[src/rtl/eth_unpacker.sv]
// RMII receive frame parser: preamble/SFD hunt, header strip, FCS strip, CRC-32 verdict.
// Optional destination filter enabled by defining ETH_UNPACK_ADDR_FILTER_EN.

module crc32 (
  input  logic        clk,
  input  logic        rst,
  input  logic        clr,
  input  logic        vld,
  input  logic [1:0]  din,
  output logic [31:0] res
);
  localparam logic [31:0] POLY = 32'h04C11DB7;

  logic [31:0] c;

  // MSB-first LFSR; din[0] is the earlier bit on the wire
  function automatic logic [31:0] step(input logic [31:0] s, input logic b);
    return {s[30:0], 1'b0} ^ ((s[31] ^ b) ? POLY : 32'h0);
  endfunction

  always_ff @(posedge clk or negedge rst)
    if (!rst)     c <= '1;
    else if (clr) c <= '1;
    else if (vld) c <= step(step(c, din[0]), din[1]);

  assign res = ~c;
endmodule

module eth_unpacker #(
  parameter int          MIN_PRE_DIBITS  = 15,
  parameter logic [47:0] MY_ADDR         = 48'h69695A065491,
  parameter int          MAX_DATA_DIBITS = 6000
) (
  input  logic       clk,
  input  logic       rst,
  input  logic       phy_crsdv,
  input  logic [1:0] phy_rxd,
  output logic       axiov,
  output logic [1:0] axiod,
  output logic       frame_done,
  output logic       frame_ok
);
  localparam logic [5:0]  MIN_C = 6'(MIN_PRE_DIBITS);
  localparam logic [12:0] MAX_C = 13'(MAX_DATA_DIBITS);
  localparam logic [31:0] RESIDUE = 32'h38FB2284;

  typedef enum logic [2:0] {WaitQuiet, Idle, Preamble, Header, Payload, Drop} state_t;

  state_t            state, nstate;
  logic [5:0]        pre_cnt, hdr_cnt;
  logic [12:0]       pay_cnt, pay_inc;
  logic              err, ovf, filt_drop;
  logic [15:0][1:0]  dly;
  logic [31:0]       crc_res;
  logic              axiov_d, done_d, ok_d;
  logic [1:0]        axiod_d;

  assign pay_inc = (pay_cnt == 13'h1FFF) ? pay_cnt : pay_cnt + 13'd1;
  assign ovf     = pay_inc > MAX_C;

`ifdef ETH_UNPACK_ADDR_FILTER_EN
  logic        m_bc, m_my, bc_now, my_now;
  logic [47:0] a_sh;
  assign a_sh      = MY_ADDR << {hdr_cnt, 1'b0};
  assign bc_now    = m_bc && (phy_rxd == 2'b11);
  assign my_now    = m_my && (phy_rxd == a_sh[47:46]);
  assign filt_drop = (hdr_cnt == 6'd23) && !(bc_now || my_now);

  always_ff @(posedge clk or negedge rst)
    if (!rst) begin
      m_bc <= 1'b0;
      m_my <= 1'b0;
    end else if (state == Preamble) begin
      m_bc <= 1'b1;
      m_my <= 1'b1;
    end else if (state == Header && phy_crsdv) begin
      m_bc <= bc_now;
      m_my <= my_now;
    end
`else
  assign filt_drop = 1'b0;
`endif

  crc32 u_crc (
    .clk (clk),
    .rst (rst),
    .clr (state == Idle),
    .vld (phy_crsdv && (state == Header || state == Payload)),
    .din (phy_rxd),
    .res (crc_res)
  );

  always_ff @(posedge clk or negedge rst)
    if (!rst) state <= WaitQuiet;
    else      state <= nstate;

  always_comb begin
    nstate = state;
    case (state)
      WaitQuiet: if (!phy_crsdv) nstate = Idle;
      Idle:      if (phy_crsdv) nstate = (phy_rxd == 2'b01) ? Preamble : Drop;
      Preamble:
        if (!phy_crsdv)              nstate = Idle;
        else if (phy_rxd == 2'b11)   nstate = (pre_cnt >= MIN_C) ? Header : Drop;
        else if (phy_rxd != 2'b01)   nstate = Drop;
      Header:
        if (!phy_crsdv)              nstate = Idle;
        else if (filt_drop)          nstate = Drop;
        else if (hdr_cnt == 6'd55)   nstate = Payload;
      Payload:
        if (!phy_crsdv)              nstate = Idle;
        else if (ovf)                nstate = Drop;
      Drop:      if (!phy_crsdv) nstate = Idle;
      default:   nstate = WaitQuiet;
    endcase
  end

  always_comb begin
    axiov_d = (state == Payload) && phy_crsdv && (pay_cnt >= 13'd16) && !ovf;
    axiod_d = axiov_d ? dly[15] : 2'b00;
    done_d  = !phy_crsdv && (state == Header || state == Payload || (state == Drop && err));
    ok_d    = !phy_crsdv && (state == Payload) && (pay_cnt >= 13'd16) &&
              (pay_cnt <= MAX_C) && (crc_res == RESIDUE);
  end

  always_ff @(posedge clk or negedge rst)
    if (!rst) begin
      axiov      <= 1'b0;
      axiod      <= 2'b00;
      frame_done <= 1'b0;
      frame_ok   <= 1'b0;
    end else begin
      axiov      <= axiov_d;
      axiod      <= axiod_d;
      frame_done <= done_d;
      frame_ok   <= ok_d;
    end

  // Counters and the 16-dibit FCS-holdback line
  always_ff @(posedge clk or negedge rst)
    if (!rst) begin
      pre_cnt <= '0;
      hdr_cnt <= '0;
      pay_cnt <= '0;
      err     <= 1'b0;
      dly     <= '0;
    end else begin
      case (state)
        Idle: begin
          pre_cnt <= 6'd1;
          err     <= 1'b0;
        end
        Preamble: begin
          if (phy_rxd == 2'b01 && pre_cnt != 6'd63) pre_cnt <= pre_cnt + 6'd1;
          hdr_cnt <= '0;
        end
        Header: begin
          if (phy_crsdv) hdr_cnt <= hdr_cnt + 6'd1;
          pay_cnt <= '0;
        end
        Payload: if (phy_crsdv) begin
          pay_cnt <= pay_inc;
          dly     <= {dly[14:0], phy_rxd};
          if (ovf) err <= 1'b1;
        end
        default: ;
      endcase
    end
endmodule

[config.mk]
export PLATFORM = sky130hd
export DESIGN_NAME = eth_unpacker
export DESIGN_NICKNAME = d
export VERILOG_FILES = /design/src/rtl/eth_unpacker.sv
export SDC_FILE = /design/constraint.sdc
export NUM_CORES = 1
export LEC_CHECK = 0
export BUFFER_PORTS_ARGS = -buffer_cell sky130_fd_sc_hd__buf_2
export CAP_MARGIN = 10
export CORE_UTILIZATION = 55
export CTS_BUF_LIST = sky130_fd_sc_hd__clkbuf_8 sky130_fd_sc_hd__clkbuf_16
export DETAILED_ROUTE_END_ITERATION = 16
export PLACE_DENSITY_LB_ADDON = 0.15
export SLEW_MARGIN = 25
export SYNTH_ARGS = -nofsm -noshare
export SYNTH_HDL_FRONTEND = slang
export SYNTH_SLANG_ARGS = --single-unit
[constraint.sdc]
create_clock -name clk -period 4.9 [get_ports clk]
set_clock_uncertainty 0.1 [all_clocks]
set_input_delay 1.225 -clock clk [delete_from_list [all_inputs] [get_ports clk]]
set_output_delay 1.225 -clock clk [all_outputs]
set_load 0.02 [all_outputs]
Yosys cells after proc, flatten, opt, wreduce, memory -nomap -nowiden:

Index checks and enable logic that the tools add are counted.
W data, S select, Z words.

* bits of input ports: 5
* logic and storage cells: 114
* output and inout bits: 5
* register bits after elaboration: 98

* add/sub/neg operators: 3
* multiplexer cells: 27
* reduce and logical (&&, ||, !) cells: 28
* bitwise operators: 5
* eq/ne operators: 21
* magnitude comparators: 4

Operators by type and width (number)
* $mux W32: 2
* $xor A32 B32 Y32: 2
* $mux W27: 2
* $mux W3: 11
* $eq A32 B30 Y1 const B: 1
* $not A32 Y32: 1
* $mux W13: 2
* $pmux W13 S2: 1
* $pmux W6 S2: 2
* $pmux W3 S5: 1
* $add A13 B1 Y13 const B: 1
* $eq A13 B13 Y1 const B: 1
* $ge A13 B5 Y1 const B: 1
* $gt A13 B13 Y1 const B: 1
* $le A13 B13 Y1 const B: 1
* $add A6 B1 Y6 const B: 2
* $mux W6: 2
* $ne A2 B2 Y1 const B: 6
* $logic_and A1 B1 Y1: 11
* $reduce_bool A2 Y1: 5
* $reduce_and A2 Y1: 4
* $eq A3 B2 Y1 const B: 2
* $eq A3 B3 Y1 const B: 2
* $eq A6 B6 Y1 const B: 1
* other kinds (18): 23

Depth between registers and ports, before layout:

Gate-level depths: netlist of run 1.

* word-level depth: 8
* mapped depth: 9
* mapped depth without buffers: 7

Modules after synthesis:

A second synthesis of run 1 with hierarchy kept.

* cells, all modules: 564
* area total of the unflattened synthesis: 5208.7 sq um

By module, submodules not included
* eth_unpacker: area an instance 3498.4 sq um, seq. area each 1651.6 sq um, instances 1, cells an instance 400
* crc32: area an instance 1710.4 sq um, seq. area each 840.8 sq um, instances 1, cells an instance 164

Least setup slack after synthesis of run 1:

OpenSTA, ideal clock, no wires.

* path kind: input to register
* start point: input port phy_rxd[0]
* end point: register state[2]
* stages: 6
* path buffers: 0
* required time: 4.675 ns
* setup time: 0.125 ns
* arrival: 2.394 ns
* setup slack: 2.281 ns
* path through: or2b_4 > nor2_1 > a31oi_1 > a2bb2oi_1 > o21ai_0 > mux2_2

* longest elaborated chain between the ends: 4
* elaborated cells between the ends (all ways): 10
* classes of those cells: 4 x eq/ne; 5 x mux; 1 x reduce/logical

Ends and longest elaborated chain
* from (decl): RTL line 37 `input logic [1:0] phy_rxd,`
* $eq A2 B2 Y1 / $eq A2 B1 Y1 (equally long branches): RTL line 104, 101
* $mux W3 (on tied branches): RTL line 104, 101
* $mux W3 (on tied branches): RTL line 103, 101
* $pmux W3 S5: RTL line 99 `case (state)`
* to (signal assigned): RTL line 94 `if (!rst) state <= WaitQuiet;`
* to (signal assigned): RTL line 95 `else state <= nstate;`
* to (decl): RTL line 49 `state_t state, nstate;`

Several ways; a longest one is shown, not always the timed one. The select of a mux whose other input is x is not followed.
A chain may end at the register's enable or synchronous reset.

Worst setup path in the final report of run 1:

* start point: register pay_cnt[1]
* end point: register err

* longest elaborated chain between the ends: 5
* elaborated cells between the ends (all ways): 6
* classes of those cells: 1 x add/sub; 1 x order compare; 2 x eq/ne; 1 x mux; 1 x reduce/logical

Ends and longest elaborated chain
* from (decl): RTL line 51 `logic [12:0] pay_cnt, pay_inc;`
* from (signal assigned): RTL line 162 `pay_cnt <= pay_inc;`
* $add A13 B1 Y13 / $eq A13 B13 Y1 (equally long branches): RTL line 58 `assign pay_inc = (pay_cnt == 13'h1FFF) ? pay_cnt : pay_cnt + 13'd1;`
* $mux W13 (*): RTL line 58
* $gt A13 B13 Y1 (*): RTL line 59 `assign ovf = pay_inc > MAX_C;`
* $ne A2 B2 Y1 (no line) (*)
* $reduce_and A3 Y1 (no line) (*)
* to (signal assigned): RTL line 145 `err <= 1'b0;`
* to (signal assigned): RTL line 151 `err <= 1'b0;`
* to (signal assigned): RTL line 164 `if (ovf) err <= 1'b1;`
* to (decl): RTL line 52 `logic err, ovf, filt_drop;`

Every way passes the cells marked *; elsewhere a longest branch is shown, timed or not.

==> impl_summary.log, run 1 <==
[metrics] status: finished clean
[metrics] Total Nets Final: about 560
[metrics] switching component of the power: 0.9639 mW
[metrics] total wire length: 9987 um
[metrics] required time of the worst setup path: 5.05 ns
[metrics] Hold Crit Depth: 2
[metrics] buffer levels on the longest clock path: 2
[metrics] number of setup buffers added after CTS: 0
[metrics] global-route total usage across every layer: 22.53%
[metrics] category of cells accounting for the largest share of critical-path delay: simple AND/OR/NAND/NOR gates
[metrics] portion of netlist area occupied by mux cells: 1.503%
[metrics] global route overflow: 0
[metrics] arrival time at the worst endpoint: ~3 ns
[metrics] initial core utilization: 57.01%
[metrics] fraction of power spent switching nets: approximately two fifths
[metrics] core utilization of the finished layout: 59.88%
[metrics] Boundary Pins: 10
[metrics] P per Cell Area: 481.7 nW/um^2
[metrics] synthesized-area fraction occupied by xor and xnor cells: 5.760%
[metrics] total number of clock tree sinks: 98
[metrics] Area contributors post-synth: dfrtp_1, dfstp_2, nand2_1
[metrics] Die ar.: 9469 um^2
[metrics] P_int: 1.564 mW
[metrics] stage delay of the slowest cell on the critical path: 0.48 ns
[metrics] VDD IR max: 0.0002844 V
[metrics] Synth Area in Compound Gates: 12.45%
[metrics] sequential element share of the synthesized area: approximately half
[metrics] Max Fanout on Critical Path: 9
[metrics] transition time at the pin with the least slew margin: approximately 0.97 ns
[metrics] final std cell area, no fill: between 5000 and 6000 um^2
[metrics] number of enable-type register cells in the synthesized netlist: 0
[metrics] main combinational cell family by area after synthesis: simple AND/OR/NAND/NOR gates
[metrics] CP max-delay cell: dfrtp_1
[metrics] global-route wire length before repair: about 18000 um
[metrics] Remaining DRCs: 0
[metrics] Vias/cell: 5.830
[metrics] met3 WL post-DR: around 270 um
[metrics] I/O Buffers: 9
[metrics] number of placed instances, taps included: about 640
[metrics] worst slew margin relative to its limit: 35.27%
[metrics] critical setup path kind: reg -> reg
[metrics] synthesized netlist net count: 565
[metrics] fraction of layout instances using a drive strength above 1: between 10% and 20%
[metrics] CTS clock-pin slew for the worst setup and hold paths: 0.10 ns
[metrics] FF+latch count, synth: 98
[metrics] root buffer cell: clkbuf_8
[metrics] placeable core area: 8763 um^2
[metrics] min-delay worst type: reg -> reg
[metrics] async set or reset register ratio after synthesis: 100.0%
[metrics] DR vias: approximately 3800
[metrics] part of the total power dissipated in sequential elements: 49.8%
[metrics] worst flop-to-flop path startpoint: pay_cnt[1]
[metrics] count of antenna diodes in the layout: 0
[metrics] final worst path period need: 2.850 ns
[metrics] worst setup slack after placement: 1.841 ns
[metrics] Worst Hold Path EP: u_crc.c[20]
[metrics] area share of and/or/nand/nor cells after synthesis: 25.77%
[metrics] initial DRC count: 183
[metrics] Post-Syn Area per Cell: around 9 um^2
[metrics] number of buffers added by the clock tree synthesis step: 9
[metrics] layout filler cell count: 774
[metrics] number of antenna violations at the first check in global routing: 0
[metrics] Die Y-Extent: 97.31 um
[metrics] final worst-path setup slack: between 2 and 2.5 ns
[metrics] cell-by-cell listing of the critical path: ha_1 > nand4_1 > nor3_2 > a31oi_1 > a211oi_1 > and4bb_1 > o221a_2
[metrics] Top FF cell, synth: dfrtp_1
[metrics] Fin. Hold Viols: 0
[metrics] cell taking the most area after synthesis: dfrtp_1
[metrics] post-synthesis cell count: 556
[metrics] critical path capture point type: flip-flop
[metrics] maximum capacitance violations: 0
[metrics] Non-Filler Instances: 660
[metrics] leakage power: 2.282 nW
[metrics] final hold slack: 0.3603 ns
[metrics] Synth Cell Area: approximately 5000 um^2
[metrics] highest routing layer actually used: met4
[metrics] met1 wire length: 5058 um
[metrics] Overall Power: 2.528 mW
[metrics] pins over their slew limit: 0
[metrics] hold wc startpoint: u_crc.c[18]
[metrics] Max Clk Rate: approximately 350 MHz
[metrics] H-tree Lvls: 3
[metrics] metal2 WL: 4520 um
[metrics] area share of the largest cell type after synthesis: 33.06%
[metrics] setup slack of the most critical reg-to-reg path: 2.05 ns
[metrics] Worst R2R Path Depth: 7
[metrics] number of synthesis warnings: 0
[metrics] number of core rows: 34
[metrics] number of buffers and inverters on the critical path: 0
[metrics] pin count of the biggest net entering global routing: 75
[metrics] reg-to-reg endpoint: err
[metrics] adder-cell share of the synthesized area: 1.002%
[metrics] post-cts hold buffer count: 0
[metrics] count of instances resized after the clock tree is built: 0
[metrics] share of power burned in the clock network: 19.0%
[metrics] Comb power frac: between 30% and 40%
[metrics] iteration count of the initial detailed-routing pass: 5
[metrics] count of antenna-violating nets left after detailed routing: 0
[metrics] detailed-route wire length per cell: about 15 um
[metrics] setup repair after global routing missed its margin: false
[metrics] Worst setup SP type: flip-flop
[metrics] HPWL after detailed placement: 6716 um
[metrics] Distinct cells, synth: between 60 and 70
[metrics] Placed Instance Area: 5072 um^2
[metrics] setup violators final: 0
[metrics] Clk Latency, worst-skew pair: 0.36 ns
[metrics] final worst path period share: 58.16%
[metrics] top-count cell post-synth: nand2_1
[metrics] number of global-route vias before repair: 3639
[metrics] setup_tns: 0 ns
[metrics] clock tree from TritonCTS: yes
[metrics] cell types with the highest counts after synthesis: nand2_1, dfrtp_1, o21ai_0
[metrics] Die Width: 97.31 um
[metrics] Area growth syn-to-layout: 5.034%
[metrics] final estimated routing congestion in global placement: between 0.9 and 1
[cell type report]
class | count | area (um^2) | share of cell area [%]
clock buffers | 9 | 123.9 | 2.361
clock inverters | 7 | 51.30 | 0.9776
inverters | 8 | 32.53 | 0.6199
multi-input cells | 416 | 2327 | 44.35
flip-flops and latches | 98 | 2492 | 47.50
well taps | 108 | 135.1 | 2.575
repair buffers | 14 | 85.08 | 1.621
[sequential cells by signal, summed over array words and instances (netlist names)]
name,cells
pay_cnt,13
axiov,1
err,1
axiod,2
state,3
u_crc.c,32
frame_ok,1
hdr_cnt,6
dly,32
pre_cnt,6
frame_done,1
[layer usage]
metal	up-vias	GRT usage, %
met3	15	3.022
li1	1896	-
met2	76	34.51
met4	0	6.109
met5	-	0
met1	1861	33.88
[worst reg2reg max path: stages (launching register included)]
cell,delay (ns)
dfrtp_1,0.48
ha_1,0.39
nand4_1,0.38
nor3_2,0.42
a31oi_1,0.10
a211oi_1,0.26
and4bb_1,0.33
o221a_2,0.27
[cell families after synthesis]
group	count (synthesis)
xor+xnor	29
flops	98
mux	7
simple gates	271
compound gates	105
fa+ha+maj	4
buf+inv	42
[placed cells by master, fill, tap and decap left out, types with 4 or more instances in the layout]
| cell type | synthesis | layout |
|---|---|---|
| buf_2 | 8 | 8 |
| a31oi_1 | 14 | 14 |
| nor3_1 | 28 | 28 |
| xor2_1 | 5 | 5 |
| inv_1 | 7 | 8 |
| clkbuf_8 | 0 | 9 |
| nor4b_1 | 5 | 5 |
| dfstp_2 | 32 | 32 |
| nand3_1 | 14 | 14 |
| xnor2_1 | 21 | 21 |
| nand4_1 | 9 | 9 |
| buf_4 | 1 | 6 |
| nor2_1 | 32 | 30 |
| o21ai_0 | 36 | 36 |
| dfrtp_1 | 66 | 66 |
| ha_1 | 4 | 4 |
| nand2_1 | 144 | 144 |
| mux2_2 | 4 | 4 |
| or3_1 | 5 | 5 |
| a21oi_1 | 35 | 35 |
[power by group through the flow]
stage	registers, mW	clock network [mW]	logic, mW
after global routing	1.29	0.523	0.890
after floorplan	1.19	0	0.671
after global placement	1.26	0	0.771
after CTS	1.26	0.496	0.793
after detailed placement	1.27	0	0.789
final	1.26	0.479	0.788
[worst max path at each step]
stage,startpoint,to,slack (ns),depth (start not counted)
CTS,pay_cnt[1],err,2.07,7
global placement,phy_crsdv,state[2],1.86,5
finish,pay_cnt[1],err,2.05,7
floorplan,phy_rxd[0],state[2],2.28,6
global route,pay_cnt[1],err,1.82,7
detailed placement,phy_crsdv,state[2],1.84,5
(Power assumes the default switching activity.)
==> run 2, diff against run 1 <==
--- a/config.mk
+++ b/config.mk
@@ -5,6 +5,7 @@
 export SDC_FILE = /design/constraint.sdc
 export NUM_CORES = 1
 export LEC_CHECK = 0
+export ABC_AREA = 1
 export BUFFER_PORTS_ARGS = -buffer_cell sky130_fd_sc_hd__buf_2
 export CAP_MARGIN = 10
 export CORE_UTILIZATION = 55
==> constraint.sdc (replaced) <==
create_clock -name clk -period 2.6 [get_ports clk]
set_clock_uncertainty 0.1 [all_clocks]
set_input_delay 0.65 -clock clk [delete_from_list [all_inputs] [get_ports clk]]
set_output_delay 0.65 -clock clk [all_outputs]
set_load 0.02 [all_outputs]
==> impl_summary.log, run 2 <==
[metrics] CP max-delay cell: dfrtp_1
[metrics] CTS clock-pin slew for the worst setup and hold paths: 0.09 ns (about the same)
[metrics] number of setup buffers added after CTS: 0 (unchanged)
[metrics] Largest regs: dly: 32 flops, u_crc.c: 32 flops, pay_cnt: 13 flops
[metrics] cell types with the highest counts after synthesis: nand2_1, inv_1, dfrtp_1
[metrics] Die Y-Extent: 95.47 um (-1.9%)
[metrics] top-count cell post-synth: nand2_1
[metrics] number of placed instances, taps included: 707 (+9.8%)
[metrics] arrival time at the worst endpoint: 2.46 ns (-0.54 ns)
[metrics] min-delay worst type: in -> async
[metrics] final hold slack: 0.1148 ns (-0.2455 ns)
[metrics] layout filler cell count: 726 (-6.2%)
[metrics] number of enable-type register cells in the synthesized netlist: 0 (unchanged)
[metrics] root buffer cell: clkbuf_8
[metrics] Worst R2R Path Depth: 16 (+9)
[metrics] reg-to-reg endpoint: state[2]
[metrics] critical path capture point type: flip-flop
[metrics] iteration count of the initial detailed-routing pass: 6 (+1)
[metrics] final worst-path setup slack: 0.2838 ns (-1.766 ns)
[metrics] HPWL after detailed placement: 7071 um (+5.3%)
[metrics] cell-by-cell listing of the critical path: ha_1 > nand2_1 > nor2_2 > nand2_2 > clkinv_1 > nand2_2 > nand2_1 > nand3_1 > nor2_1 > nand2_1 > nand3_2 > nand2_1 > nand2_2 > nand2_2 > nand2_1 > o21ai_1
[metrics] Fin. Hold Viols: 0 (unchanged)
[metrics] met2 Track Usage GR: 37.32% (+2.8 points)
[metrics] worst setup slack after placement: 0.2864 ns (-1.555 ns)
[metrics] required time of the worst setup path: 2.74 ns (-2.31 ns)
[metrics] top library cells by usage in the layout, fill and taps aside: nand2_1, inv_1, dfrtp_1, nor2_1, dfstp_2
[metrics] number of buffers added by the clock tree synthesis step: 9 (unchanged)
[metrics] Die Width: 95.47 um (-1.9%)
[metrics] Boundary Pins: 10 (unchanged)
[metrics] leakage power: 2.666 nW (+17%)
[metrics] number of global-route vias before repair: 3712 (+2.0%)
[metrics] Post-Syn Area per Cell: 8.075 um^2 (-10%)
[metrics] setup violators final: 0 (unchanged)
[metrics] H-tree Lvls: 3 (unchanged)
[metrics] final estimated routing congestion in global placement: 0.9051 (-1.9%)
[metrics] synthesized netlist net count: 604 (+6.9%)
[metrics] global-route total usage across every layer: 24.88% (+2.4 points)
[metrics] stage delay of the slowest cell on the critical path: 0.41 ns (-0.07 ns)
[metrics] DR vias: 3933 (+2.2%)
[metrics] count of antenna diodes in the layout: 0 (unchanged)
[metrics] pin count of the biggest net entering global routing: 43 (-43%)
[metrics] GR met1 Demand/Resource: 36.17% (+2.3 points)
[metrics] final worst path period need: 2.316 ns (-0.5336 ns)
[metrics] count of instances resized after the clock tree is built: 0 (unchanged)
[metrics] Max Fanout on Critical Path: 12 (+3)
[metrics] transition time at the pin with the least slew margin: 0.4464 ns (-0.5210 ns)
[metrics] global-route wire length before repair: 17420 um (-0.51%)
[metrics] busiest layer in global routing: met2
[metrics] worst flop-to-flop path startpoint: pay_cnt[1]
[metrics] Total Nets Final: 622 (+12%)
[metrics] most frequent cell on the critical path: nand2_1
[metrics] final worst path period share: 89.08% (+31 points)
[metrics] number of synthesis warnings: 0 (unchanged)
[metrics] cell taking the most area after synthesis: dfrtp_1
[metrics] met3 routing resource usage after global routing: 4.705% (+1.7 points)
[metrics] async set or reset register ratio after synthesis: 100.0% (unchanged)
[metrics] most common library cell in the layout ignoring fill and taps: nand2_1
[metrics] Vias/cell: 5.440 (-6.7%)
[metrics] area share of the largest cell type after synthesis: 34.38% (+1.3 points)
[metrics] post-cts hold buffer count: 0 (unchanged)
[metrics] P per Cell Area: 925.6 nW/um^2 (+92%)
[metrics] Worst setup SP type: flip-flop
[metrics] I/O Buffers: 9 (unchanged)
[metrics] Placed Instance Area: 5026 um^2 (-0.91%)
[metrics] Synth Cell Area: 4805 um^2 (-3.8%)
[metrics] placeable core area: 8341 um^2 (-4.8%)
[metrics] number of core rows: 33 (-2.9%)
[metrics] core utilization of the finished layout: 62.71% (+2.8 points)
[metrics] Die ar.: 9114 um^2 (-3.8%)
[metrics] FF+latch count, synth: 98 (unchanged)
[metrics] Remaining DRCs: 0 (unchanged)
[metrics] setup slack of the most critical reg-to-reg path: 0.28 ns (-1.77 ns)
[metrics] setup repair after global routing missed its margin: false
[metrics] clock tree from TritonCTS: yes
[metrics] status: finished clean
[metrics] Distinct cells, synth: 38 (-39%)
[metrics] total number of clock tree sinks: 98 (unchanged)
[metrics] pins over their slew limit: 0 (unchanged)
[metrics] fraction of layout instances using a drive strength above 1: 14.72% (-0.67 points)
[metrics] Overall Power: 4.841 mW (+91%)
[metrics] post-synthesis cell count: 595 (+7.0%)
[metrics] Area growth syn-to-layout: 8.854%
[metrics] number of antenna violations at the first check in global routing: 0 (unchanged)
[metrics] detailed-route wire length per cell: 13.96 um (-7.7%)
[metrics] initial core utilization: 57.61% (+0.60 points)
[metrics] total wire length: 10090 um (+1.1%)
[metrics] Area contributors post-synth: dfrtp_1, dfstp_2, nand2_1
[metrics] buffer levels on the longest clock path: 2 (unchanged)
[metrics] worst slew margin relative to its limit: 69.97% (+35 points)
[metrics] Max Clk Rate: 431.8 MHz (+23%)
[metrics] initial DRC count: 181 (-1.1%)
[metrics] Non-Filler Instances: 723 (+9.5%)
[metrics] Clk Latency, worst-skew pair: 0.36 ns (about the same)
[metrics] critical setup path kind: reg -> reg
[metrics] sequential element share of the synthesized area: 51.88% (+2.0 points)
[metrics] setup_tns: 0 ns (unchanged)
[metrics] final std cell area, no fill: 5230 um^2 (-0.33%)
[metrics] VDD IR max: 0.0005476 V (+93%)
[metrics] count of antenna-violating nets left after detailed routing: 0 (unchanged)
[metrics] Top FF cell, synth: dfrtp_1
[metrics] maximum capacitance violations: 0 (unchanged)
[metrics] global route overflow: 0 (unchanged)
==> run 2: cell types whose count changed after synthesis, sizes merged, moves of 12 or more <==
cell   previous run  this run
nand2           144       208
nor2             32        51
o21ai            36        21
nand3            14        26
a21oi            35        16
xnor2            21         0
nor3             29         6
inv               8        76
a22oi             0        13
==> run 2: layout make-up <==
type	instances	area, um^2	area share [%]
timing repair buffer	22	157.7	3.014
clock inverter	6	55.05	1.053
sequential	98	2492	47.66
inverter	77	289.0	5.526
tap	105	131.4	2.512
multi-input combinational	405	1956	37.39
clock buffer	10	148.9	2.847
==> run 2: cells by family (layout without fill, tap and decap cells) <==
logic type | count (synthesis) | count (layout) | synth area share, %
flip-flops | 98 | 98 | 51.87
multiplexers | 1 | 1 | 0.2083
XOR/XNOR | 6 | 6 | 1.094
AND/OR/NAND/NOR | 312 | 312 | 27.47
buffers and inverters | 92 | 115 | 7.422
adder cells (fa/ha/maj) | 4 | 4 | 1.042
AO/OA/AOI/OAI | 82 | 82 | 10.89
==> run 2: worst max-delay path: cells and delay by family (launching register included) <==
| kind | cells | cell delay (ns) |
|---|---|---|
| AO/OA/AOI/OAI | 1 | 0.08 |
| adder cells (fa/ha/maj) | 1 | 0.20 |
| buffers and inverters | 1 | 0.06 |
| flip-flops | 1 | 0.41 |
| AND/OR/NAND/NOR | 13 | 1.36 |
==> run 2: report_power, final <==
group	internal (mW)	total, mW	switching (mW)
clock	0.496	1.02	0.527
combinational	0.498	1.49	0.995
sequential	2.05	2.33	0.272
total	3.05	4.84	1.79
==> run 2: routing by layer <==
metal	vias up	wire, um
met5	-	0
met4	0	146
met3	17	550
met2	119	4639
met1	1839	4757
li1	1958	-
==> run 2: how the worst max path moves through the flow <==
stage               start     endpoint  slack [ns]  depth (start not counted)
2_1_floorplan  pay_cnt[0]     state[2]        0.60                         16
3_3_place_gp   phy_rxd[1]   u_crc.c[8]        0.30                          8
3_5_place_dp   phy_rxd[1]  u_crc.c[12]        0.29                          8
4_1_cts        pay_cnt[0]     state[2]        0.30                         16
5_1_grt        pay_cnt[1]     state[2]        0.08                         16
6_report       pay_cnt[1]     state[2]        0.28                         16
==> run 3, diff against run 2 <==
--- a/config.mk
+++ b/config.mk
@@ -5,7 +5,7 @@
 export SDC_FILE = /design/constraint.sdc
 export NUM_CORES = 1
 export LEC_CHECK = 0
-export ABC_AREA = 1
+export ABC_AREA = 0
 export BUFFER_PORTS_ARGS = -buffer_cell sky130_fd_sc_hd__buf_2
 export CAP_MARGIN = 10
 export CORE_UTILIZATION = 55
==> impl_summary.log, run 3 (same netlist as run 1, synthesis figures left out) <==
[metrics] iteration count of the initial detailed-routing pass: 5 (-1)
[metrics] Boundary Pins: 10 (unchanged)
[metrics] final std cell area, no fill: 5366 um^2 (+2.6%)
[metrics] global route overflow: 0 (unchanged)
[metrics] Placed Instance Area: 5145 um^2 (+2.4%)
[metrics] clock tree from TritonCTS: yes
[metrics] Die ar.: 9469 um^2 (+3.9%)
[metrics] number of antenna violations at the first check in global routing: 0 (unchanged)
[metrics] Largest regs: dly: 32 flops, u_crc.c: 32 flops, pay_cnt: 13 flops
[metrics] met3 routing resource usage after global routing: 3.597% (-1.1 points)
[metrics] total wire length: 10020 um (-0.70%)
[metrics] CTS clock-pin slew for the worst setup and hold paths: 0.11 ns (+0.02 ns)
[metrics] category of cells accounting for the largest share of critical-path delay: simple AND/OR/NAND/NOR gates
[metrics] number of buffers added by the clock tree synthesis step: 9 (unchanged)
[metrics] Non-Filler Instances: 668 (-7.6%)
[metrics] reg-to-reg endpoint: frame_ok
[metrics] busiest layer in global routing: met2
[metrics] Worst setup SP type: flip-flop
[metrics] transition time at the pin with the least slew margin: 0.5005 ns (+0.05417 ns)
[metrics] status: finished clean
[metrics] final worst path period share: 94.55% (+5.5 points)
[metrics] arrival time at the worst endpoint: 2.55 ns (+0.09 ns)
[metrics] setup violators final: 0 (unchanged)
[metrics] maximum capacitance violations: 0 (unchanged)
[metrics] CP max-delay cell: or4b_2
[metrics] initial DRC count: 300 (+66%)
[metrics] most common library cell in the layout ignoring fill and taps: nand2_1
[metrics] VDD IR max: 0.0003888 V (-29%)
[metrics] detailed-route wire length per cell: 15.00 um (+7.5%)
[metrics] setup_tns: 0 ns (unchanged)
[metrics] met2 Track Usage GR: 34.78% (-2.5 points)
[metrics] Max Clk Rate: 406.8 MHz (-5.8%)
[metrics] placeable core area: 8763 um^2 (+5.1%)
[metrics] global-route total usage across every layer: 22.44% (-2.4 points)
[metrics] I/O Buffers: 9 (unchanged)
[metrics] initial core utilization: 57.01% (-0.60 points)
[metrics] worst slew margin relative to its limit: 65.77% (-4.2 points)
[metrics] final worst-path setup slack: 0.1416 ns (-0.1422 ns)
[metrics] count of antenna-violating nets left after detailed routing: 0 (unchanged)
[metrics] Die Width: 97.31 um (+1.9%)
[metrics] core utilization of the finished layout: 61.24% (-1.5 points)
[metrics] total number of clock tree sinks: 98 (unchanged)
[metrics] fraction of layout instances using a drive strength above 1: 16.79% (+2.1 points)
[metrics] buffer levels on the longest clock path: 2 (unchanged)
[metrics] setup slack of the most critical reg-to-reg path: 0.14 ns (-0.14 ns)
[metrics] leakage power: 2.344 nW (-12%)
[metrics] min-delay worst type: in -> async
[metrics] root buffer cell: clkbuf_8
[metrics] pins over their slew limit: 0 (unchanged)
[metrics] setup repair after global routing missed its margin: false
[metrics] Area growth syn-to-layout: 7.413%
[metrics] cell-by-cell listing of the critical path: or4b_2 > nor4_1 > nand4b_1 > a2111oi_0
[metrics] final estimated routing congestion in global placement: 0.9721 (+7.4%)
[metrics] HPWL after detailed placement: 6627 um (-6.3%)
[metrics] post-cts hold buffer count: 0 (unchanged)
[metrics] critical setup path kind: reg -> reg
[metrics] global-route wire length before repair: 17300 um (-0.67%)
[metrics] Fin. Hold Viols: 0 (unchanged)
[metrics] number of buffers and inverters on the critical path: 0 (-1)
[metrics] required time of the worst setup path: 2.70 ns (-0.04 ns)
[metrics] GR met1 Demand/Resource: 31.99% (-4.2 points)
[metrics] Vias/cell: 5.855 (+7.6%)
[metrics] number of setup buffers added after CTS: 0 (unchanged)
[metrics] count of antenna diodes in the layout: 0 (unchanged)
[metrics] Remaining DRCs: 0 (unchanged)
[metrics] number of global-route vias before repair: 3653 (-1.6%)
[metrics] count of instances resized after the clock tree is built: 0 (unchanged)
[metrics] Die Y-Extent: 97.31 um (+1.9%)
[metrics] Max Fanout on Critical Path: 3 (-9)
[metrics] P per Cell Area: 920.9 nW/um^2 (-0.51%)
[metrics] worst flop-to-flop path startpoint: u_crc.c[14]
[metrics] Clk Latency, worst-skew pair: 0.36 ns (about the same)
[metrics] stage delay of the slowest cell on the critical path: 0.62 ns (+0.21 ns)
[metrics] worst setup slack after placement: 0.1835 ns (-0.1029 ns)
[metrics] critical path capture point type: flip-flop
[metrics] number of core rows: 34 (+3.0%)
[metrics] Worst R2R Path Depth: 4 (-12)
[metrics] H-tree Lvls: 3 (unchanged)
[metrics] startpoint of the worst setup timing path: u_crc.c[14]
[metrics] pin count of the biggest net entering global routing: 99 (+130%)
[metrics] top library cells by usage in the layout, fill and taps aside: nand2_1, dfrtp_1, o21ai_0, a21oi_1, dfstp_2
[metrics] DR vias: 3911 (-0.56%)
[metrics] Total Nets Final: 564 (-9.3%)
[metrics] number of placed instances, taps included: 652 (-7.8%)
[metrics] final worst path period need: 2.458 ns (+0.1422 ns)
-- run 3: cell types whose count changed in the layout (fill, tap and decap cells not counted), sizes merged, moves of 19 or more --
cell   before  now
a21oi      16   35
nor3        6   29
nor2       51   32
inv        78   11
xnor2       0   21
nand2     208  144
-- run 3: how the worst max path moves through the flow --
stage	endpoint	slack [ns]	depth (start not counted)
4_1_cts	frame_ok	0.14	4
3_5_place_dp	frame_ok	0.18	4
3_3_place_gp	frame_ok	0.22	4
5_1_grt	state[0]	0.03	7
2_1_floorplan	err	0.30	8
6_report	frame_ok	0.14	4
-- run 3: final cells by class --
| type | instances | area, um^2 |
|---|---|---|
| fill | 729 | 3397 |
| sequential | 98 | 2492 |
| multi-input combinational | 416 | 2327 |
| timing repair buffer | 22 | 157.7 |
| tap | 108 | 135.1 |
| clock buffer | 9 | 123.9 |
| clock inverter | 7 | 97.59 |
| inverter | 8 | 32.53 |
-- run 3: layer usage --
metal	wire length, um	up-vias	part of all wire, %
met5	0	-	0
met4	165	0	1.6
met3	363	19	3.6
met2	4696	93	47
met1	4796	1891	48
li1	-	1908	-
-- run 3: stage by stage --
stage | hold WS, ns | total power [mW]
floorplan | 0.2544 | 3.507
global placement | 0.3469 | 3.853
detailed placement | 0.3504 | 3.906
CTS | 0.2368 | 4.988
global route | 0.2520 | 5.304
finish | 0.2082 | 4.942
-- run 3: report_power, final --
part	internal (mW)	total [mW]	switching [mW]
Sequential	1.99	2.36	0.368
Clock	0.473	1.06	0.585
Combinational	0.626	1.52	0.895
Total	3.09	4.94	1.85
